<file path="config.mk">
export PLATFORM = sky130hd
export DESIGN_NAME = lcd_frame_reader
export DESIGN_NICKNAME = d
export VERILOG_FILES = /design/src/rtl/lcd_pkg.sv /design/src/rtl/lcd_frame_reader.sv
export SDC_FILE = /design/constraint.sdc
export NUM_CORES = 1
export LEC_CHECK = 0
export ABC_AREA = 1
export CORE_MARGIN = 2
export CORE_UTILIZATION = 55
export DETAILED_ROUTE_END_ITERATION = 16
export PLACE_DENSITY_LB_ADDON = 0.05
export SLEW_MARGIN = 5
export SYNTH_ARGS = -nofsm -noshare
export SYNTH_HDL_FRONTEND = slang
export SYNTH_SLANG_ARGS = --single-unit
</file>
<file path="constraint.sdc">
create_clock -name rgb_clk -period 2.5 [get_ports rgb_clk]
set_input_delay 0.625 -clock rgb_clk [delete_from_list [all_inputs] [get_ports rgb_clk]]
set_output_delay 0.625 -clock rgb_clk [all_outputs]
set_load 0.005 [all_outputs]
</file>
<file path="src/rtl/lcd_pkg.sv">
`default_nettype none
// +-----------------------------------------------------------------------+
// | lcd_pkg                                                               |
// | Shared types and defaults for the LCD frame read path.                |
// | Revision: 1.0                                                         |
// +-----------------------------------------------------------------------+
package lcd_pkg;

  localparam int c_H_ACTIVE    = 480;
  localparam int c_V_ACTIVE    = 272;
  localparam int c_FRAME_WORDS = c_H_ACTIVE * c_V_ACTIVE;
  localparam int c_OFF_W       = 20;
  localparam int c_LEN_W       = 9;

  typedef enum logic [2:0] {
    ST_IDLE      = 3'd0,
    ST_FLUSH     = 3'd1,
    ST_CHECK     = 3'd2,
    ST_REQ       = 3'd3,
    ST_WAIT_DONE = 3'd4,
    ST_DONE      = 3'd5
  } state_t;

  function automatic logic [c_OFF_W-1:0] frame_words(input int h, input int v);
    return c_OFF_W'(h * v);
  endfunction

endpackage
`default_nettype wire

</file>
<file path="src/rtl/lcd_frame_reader.sv">
`default_nettype none
// +-----------------------------------------------------------------------+
// | lcd_frame_reader                                                      |
// | Vsync-paced SDRAM burst read scheduler feeding the LCD pixel FIFO.    |
// | Optional double buffering when LCD_DBUF_EN is defined.                |
// | Revision: 1.0                                                         |
// +-----------------------------------------------------------------------+
module lcd_frame_reader
  import lcd_pkg::*;
#(
  parameter int                H_ACTIVE     = c_H_ACTIVE,
  parameter int                V_ACTIVE     = c_V_ACTIVE,
  parameter int                BURST_LEN    = 256,
  parameter int                FIFO_DEPTH   = 1024,
  parameter int                FIFO_AW      = 10,
  parameter int                ADDR_W       = 22,
  parameter logic [ADDR_W-1:0] FRAME_BASE   = '0,
  parameter logic [ADDR_W-1:0] FRAME_STRIDE = 'h20000,
  parameter logic              VS_POL       = 1'b0
) (
  input  logic               rgb_clk,
  input  logic               rgb_rst,
  input  logic               rgb_vs,
  input  logic               rgb_de,
  input  logic [FIFO_AW:0]   fifo_level,
  output logic               fifo_clr,
  output logic               rd_req,
  output logic [ADDR_W-1:0]  rd_addr,
  output logic [8:0]         rd_len,
  input  logic               rd_ack,
  input  logic               rd_done,
  output logic               frame_start,
  output logic               underflow
`ifdef LCD_DBUF_EN
  ,
  input  logic               wr_frame_done,
  input  logic               wr_bank,
  output logic               rd_bank
`endif
);

  localparam logic [c_OFF_W-1:0] c_FRAME = frame_words(H_ACTIVE, V_ACTIVE);
  localparam logic [c_OFF_W-1:0] c_BURST = c_OFF_W'(BURST_LEN);
  localparam logic [FIFO_AW:0]   c_ROOM  = (FIFO_AW+1)'(FIFO_DEPTH - BURST_LEN);

  state_t               r_state;
  logic                 r_vs_d;
  logic                 r_pend;
  logic [c_OFF_W-1:0]   r_offset;
  logic                 r_fifo_clr;
  logic                 r_rd_req;
  logic [ADDR_W-1:0]    r_rd_addr;
  logic [c_LEN_W-1:0]   r_rd_len;
  logic                 r_underflow;

  logic                 w_vs_start;
  logic                 w_bank;
  logic [ADDR_W-1:0]    w_base;
  logic [c_OFF_W-1:0]   w_remain;
  logic [c_LEN_W-1:0]   w_len;

  assign w_vs_start = (rgb_vs == VS_POL) && (r_vs_d != VS_POL);
  assign w_remain   = c_FRAME - r_offset;
  // Final burst of the frame is truncated so nothing past the frame is fetched
  assign w_len      = (w_remain >= c_BURST) ? c_BURST[c_LEN_W-1:0] : w_remain[c_LEN_W-1:0];
  assign w_base     = w_bank ? (FRAME_BASE + FRAME_STRIDE) : FRAME_BASE;

`ifdef LCD_DBUF_EN
  logic r_wr_last;
  logic r_bank;

  // Display bank switches only at frame restart, never mid-frame
  always_ff @(posedge rgb_clk) begin
    if (rgb_rst) begin
      r_wr_last <= 1'b0;
      r_bank    <= 1'b0;
    end else begin
      if (wr_frame_done) r_wr_last <= wr_bank;
      if (r_state == ST_FLUSH) r_bank <= r_wr_last;
    end
  end

  assign w_bank  = r_bank;
  assign rd_bank = r_bank;
`else
  assign w_bank  = 1'b0;
`endif

  always_ff @(posedge rgb_clk) begin
    if (rgb_rst) begin
      r_state     <= ST_IDLE;
      r_vs_d      <= ~VS_POL;
      r_pend      <= 1'b0;
      r_offset    <= '0;
      r_fifo_clr  <= 1'b0;
      r_rd_req    <= 1'b0;
      r_rd_addr   <= FRAME_BASE;
      r_rd_len    <= '0;
      r_underflow <= 1'b0;
    end else begin
      r_vs_d     <= rgb_vs;
      r_fifo_clr <= 1'b0;

      if (r_state == ST_FLUSH)
        r_underflow <= 1'b0;
      else if (rgb_de && (fifo_level == '0))
        r_underflow <= 1'b1;

      case (r_state)
        ST_IDLE, ST_DONE: begin
          if (w_vs_start) begin
            r_state    <= ST_FLUSH;
            r_fifo_clr <= 1'b1;
          end
        end
        ST_FLUSH: begin
          r_offset <= '0;
          r_pend   <= 1'b0;
          r_state  <= ST_CHECK;
        end
        ST_CHECK: begin
          if (w_vs_start) begin
            r_state    <= ST_FLUSH;
            r_fifo_clr <= 1'b1;
          end else if (w_remain == '0) begin
            r_state <= ST_DONE;
          end else if (fifo_level <= c_ROOM) begin
            r_state   <= ST_REQ;
            r_rd_req  <= 1'b1;
            r_rd_addr <= w_base + ADDR_W'(r_offset);
            r_rd_len  <= w_len;
          end
        end
        ST_REQ: begin
          // An ack in the same cycle as vsync still owns the burst
          if (rd_ack) begin
            r_rd_req <= 1'b0;
            r_pend   <= w_vs_start;
            r_state  <= ST_WAIT_DONE;
          end else if (w_vs_start) begin
            r_rd_req   <= 1'b0;
            r_state    <= ST_FLUSH;
            r_fifo_clr <= 1'b1;
          end
        end
        ST_WAIT_DONE: begin
          if (rd_done) begin
            r_offset <= r_offset + c_OFF_W'(r_rd_len);
            if (r_pend || w_vs_start) begin
              r_state    <= ST_FLUSH;
              r_fifo_clr <= 1'b1;
            end else begin
              r_state <= ST_CHECK;
            end
          end else if (w_vs_start) begin
            r_pend <= 1'b1;
          end
        end
        default: r_state <= ST_IDLE;
      endcase
    end
  end

  assign fifo_clr    = r_fifo_clr;
  assign frame_start = r_fifo_clr;
  assign rd_req      = r_rd_req;
  assign rd_addr     = r_rd_addr;
  assign rd_len      = r_rd_len;
  assign underflow   = r_underflow;

endmodule
`default_nettype wire

</file>
Yosys cells after proc, flatten, opt, wreduce, memory -nomap -nowiden

Index checks and enable logic that the tools add are counted.

Add/sub/neg operators: 2
Mux-type cells: 26
Order comparisons: 2
Bitwise logic cells: 3
Eq/ne operators: 14
Reductions and logical operators: 17

Operator list:

| kind                                                                                  | count |
|---|---|
| 20-bit case mux with 2 select lines                                                   | 1 |
| 20-bit by 9-bit adder with 20-bit output                                              | 1 |
| 20-bit by 9-bit greater-or-equal comparator with 1-bit output (second input constant) | 1 |
| 20-bit zero test                                                                      | 1 |
| 20-bit two-way mux                                                                    | 1 |
| 17-bit by 20-bit subtractor with 20-bit output (first input constant)                 | 1 |
| 3-bit two-way mux                                                                     | 6 |
| 3-bit case mux with 5 select lines                                                    | 1 |
| 2-bit inequality test (second input constant)                                         | 7 |
| 1-bit two-way mux                                                                     | 12 |
| 11-bit by 10-bit less-or-equal comparator with 1-bit output (second input constant)   | 1 |
| 11-bit zero test                                                                      | 1 |
| 9-bit two-way mux                                                                     | 1 |
| 4-bit AND reduction                                                                   | 2 |
| 3-bit by 2-bit == test with 1-bit output (second input constant)                      | 2 |
| 3-bit == test (second input constant)                                                 | 2 |
| 1-bit case mux with 3 select lines                                                    | 2 |
| 5-bit AND reduction                                                                   | 1 |
| 4-bit inequality test (second input constant)                                         | 1 |
| 2-bit AND reduction                                                                   | 2 |
| 2-bit nonzero test                                                                    | 2 |
| 2-bit OR reduction                                                                    | 2 |
| 3-bit by 1-bit == test with 1-bit output (second input constant)                      | 1 |
| 3-bit zero test                                                                       | 1 |
| other kinds (8)                                                                       | 11 |

Register bits after elaboration: 57
Logic and storage cells: 73
Output and inout port bits: 35

Depth between registers and ports, before layout

Depth in word-level cells: 6
Depth in mapped cells: 18
Gate-level depth less buffers: 17

Worst setup path after synthesis

Ideal clock, no wire load.

Path type: flip-flop to flip-flop
From: register r_offset[0]
To: register r_state[1]
Arrival time: 1.903 ns
Data required time: 2.389 ns
Period minus slack after synthesis: 2.015 ns
Stages on the path, launching flop included: 17
Buffers on the path: 1
Setup slack: 0.485 ns
Library setup time: 0.111 ns
Path through: dfxtp_1 inv_1 ha_1 nand2_1 nor2_1 nand3_2 nand2_1 nand2_1 nand2_1 nand3_1 nor2_4 nand3_4 buf_4 nand2_1 nand2_1 nor2_1 nor2_1

Longest elaborated chain between the ends: 5

Ends and longest elaborated chain:

| item                                               | RTL line                | source |
|---|---|---|
| from (decl)                                        | lcd_frame_reader.sv:49  | `logic [c_OFF_W-1:0] r_offset;` |
| from (signal assigned)                             | lcd_frame_reader.sv:148 | `r_offset <= r_offset + c_OFF_W'(r_rd_len);` |
| 17-bit by 20-bit subtractor with 20-bit output (*) | lcd_frame_reader.sv:63  | `assign w_remain = c_FRAME - r_offset;` |
| 20-bit zero test (*)                               | lcd_frame_reader.sv:125 | `end else if (w_remain == '0) begin` |
| 3-bit two-way mux                                  | lcd_frame_reader.sv:125 |  |
| 3-bit two-way mux                                  | lcd_frame_reader.sv:122 | `if (w_vs_start) begin` |
| 3-bit case mux with 5 select lines                 | lcd_frame_reader.sv:109 | `case (r_state)` |
| to (signal assigned)                               | lcd_frame_reader.sv:112 | `r_state <= ST_FLUSH;` |
| to (signal assigned)                               | lcd_frame_reader.sv:123 | `r_state <= ST_FLUSH;` |
| to (signal assigned)                               | lcd_frame_reader.sv:126 | `r_state <= ST_DONE;` |
| to (decl)                                          | lcd_frame_reader.sv:46  | `state_t r_state;` |

Every way passes the cells marked *; elsewhere a longest branch is shown, timed or not.
A chain may end at the register's enable or synchronous reset.

Worst setup path in the final report

From: register r_offset[4]
To: register r_offset[19]

Longest elaborated chain between the ends: 3

Ends and longest elaborated chain:

| item                                     | RTL line                | source |
|---|---|---|
| 20-bit by 9-bit adder with 20-bit output | lcd_frame_reader.sv:148 |  |
| 20-bit two-way mux                       | lcd_frame_reader.sv:147 | `if (rd_done) begin` |
| 20-bit case mux with 2 select lines      | lcd_frame_reader.sv:109 |  |

No other way between the ends. The select of a mux whose other input is x is not followed.

==> metrics <==
status finished, final reports clean; full die area 0.007301 mm2; Hold Fails Final Rpt 0; Iteration-0 DRC Markers 308; Area after DPL 0.004330 mm2; Post-CTS Setup Repair Bufs 0; final total power 2650 uW; sequential-to-total area share from yosys stat 31.28%; Main synth FF type dfxtp_1; Total GRT Usage 28.94%; Post-Syn Area 0.003648 mm2; final critical-path share of the clock period 92.92%; worst-case reg-to-reg path depth 12; Crit. End Element register; WL per Instance 14.68 um; hold depth 2; Period minus WS final 2323 ps; Initial Util 57.13%; Port Buffers 49; DP HPWL 7.555 mm; Post-route DRC 0; P_sw 926.8 uW; Routed Antenna Nets 0; Setup crit start r_offset[4]; share of layout cells above drive strength 1 15.85%; DP Worst Slack 125.2 ps; Remaining Overflow, GRT 0; Syn-to-layout area delta 24.38%; Post-Route WL 10.11 mm; Max Cap Viol 0; Vias/cell 5.646; Design Area, Final 0.004538 mm2; VDD IR max 0.0003817 V; initial antenna violation count 0; worst setup path class register to register; diodes inserted 0; vias post-DR 3890; post-route setup slack 177.0 ps; hold crit path type register to register; Ports 52; Worst Setup Start Kind register; sequential power share 37.3%; CP arrival 2560 ps; Final #Nets 636; leak pwr 0.001792 uW; Net Sw Frac 34.98%; Pins Over Slew Limit 0; TritonCTS clock tree built; Int Power 1723 uW; cell types occupying the most area after synthesis dfxtp_1, nand2_1, a21oi_1; CP Max Fanout 6; CTS Buf Count 9; cell taking the most area after synthesis dfxtp_1; WHS 461.1 ps; Cell variety after synth 42; total core area 0.006386 mm2; clk_lat worst skew 350 ps; vias in the first global route 3674; Synth Register Bits 57; worst clock skew 10.68 ps; count of flip-flops with a built-in enable after synthesis 0; site row count 29; combinational power share 29.9%; Syn. warnings 0; clock sink total 57; largest net degree at the start of global routing 42; post-synth top area share 31.28%; Synth Instances 545; syn avg cell area 6.694 um2; Detailed Routing Iterations Pass 1 5; setup TNS 0 ps; ys async rst share 0%; Max Fclk 0.4305 GHz; first-pass GRT wire length 16.98 mm; Worst EP required 2740 ps; RR Startpoint r_offset[4]; DIE HEIGHT 85.45 um; RePlAce Congestion 0.9653; FILL cells 552; maximum clock path buffer count 2; Cell Pwr Density 583.8 mW/mm2; endpoints failing setup 0; die width 85.45 um; H-tree Lvls 3; clk slew on worst S/H paths 70 ps; worst hold start rd_addr[10]; CTS Root Cell clkbuf_8; Clock Power Share 32.7%
## repair_timing
item                                    CTS  global route
endpoints found under the hold margin     0             0
hold buffers                              0             0
gates resized for setup                   0             7
endpoints found under the setup margin    0            36
## through the flow
stage / cells / util, %
after floorplan: 546 / -
after global placement: 673 / 67.81
after detailed placement: 673 / 67.81
after CTS: 689 / 70.77
after global routing: 689 / 71.06
final: 689 / 71.06
## cells in the final DEF (no fill, tap or decap), drive strengths merged, types with 2 or more instances in the layout
cell type / netlist / routed
dfxtp: 57 / 57
nand2: 145 / 145
a21boi: 2 / 2
ha: 11 / 11
clkinv: 2 / 4
buf: 10 / 23
a21oi: 57 / 57
nand3: 38 / 38
clkbuf: 12 / 13
nor3: 10 / 10
o21bai: 3 / 3
nor4: 3 / 3
clkdlybuf4s50: 0 / 49
xor2: 3 / 3
inv: 58 / 58
nand4: 36 / 36
conb: 1 / 2
a211oi: 2 / 2
nor2: 67 / 67
o21ai: 16 / 16
xnor2: 2 / 2
a21o: 2 / 2
## kinds of logic after synthesis
kind of cell | after synthesis | share of synthesized area (%)
simple gates | 300 | 39.03
fa+ha+maj | 12 | 4.321
compound gates | 88 | 14.40
flops | 57 | 31.28
buf+inv | 82 | 9.671
xor+xnor | 5 | 1.200
other cells | 1 | 0.1028
## final timing paths
kind                                endpoint  slack [ps]
worst max-delay path            r_offset[19]         180
worst min register to register   rd_addr[10]         460
worst max register to register  r_offset[19]         180
worst min-delay path             rd_addr[10]         460
## power by group through the flow
stage / sequential (uW) / combinational (uW) / clock [uW]
5_1_grt: 996 / 869 / 911
2_1_floorplan: 996 / 529 / 0
3_3_place_gp: 1010 / 766 / 0
4_1_cts: 988 / 787 / 865
3_5_place_dp: 1010 / 783 / 0
6_report: 989 / 793 / 867
## Yosys cell counts, types with 2 or more instances
cell type,number
nor3_2,2
buf_2,3
a21oi_2,10
clkinv_1,2
nand2_1,130
nor2_2,10
nand4_1,36
nor4_1,3
nor2_1,53
buf_4,4
inv_2,8
nand3_1,35
ha_1,11
buf_6,2
o21bai_1,3
a21oi_1,47
nand2_2,14
nor3_1,8
nor2_4,4
a21o_1,2
clkbuf_1,12
xor2_1,3
dfxtp_1,57
xnor2_1,2
o21ai_0,16
a211oi_1,2
nand3_4,2
inv_1,50
## critical path, cell delays in order (launching register included)
cell,delay (ps)
dfxtp_1,390
ha_1,370
inv_1,80
o21ai_0,230
nand2_1,100
nand2_1,70
a21oi_1,70
o21ai_1,220
nand2_1,140
nor2_1,190
nand3_1,120
o21ai_0,180
a21oi_1,60
## layer usage
layer  track usage [%]  vias up  part of all wire [%]
met4             9.380        0                   1.9
met3             7.198       23                   7.6
met5                 0        -                     0
li1                  -     1935                     -
met1             41.46     1769                    47
met2             42.61      163                    44
## sequential cells by signal, indices dropped and copies added, names as in the netlist
signal,cells
underflow,1
fifo_clr,1
r_state,3
r_offset,20
rd_req,1
rd_addr,20
r_vs_d,1
rd_len,9
r_pend,1
## layout make-up
class	instances	area (um2)	area share, %
clock buffers	13	148.9	3.281
clock inverters	3	40.04	0.8823
inverters	60	225.2	4.963
multi-input cells	407	2185	48.14
flip-flops and latches	57	1142	25.17
well taps	77	96.34	2.123
repair buffers	72	700.7	15.44
Note: power is estimated with default switching activity, not from simulation.
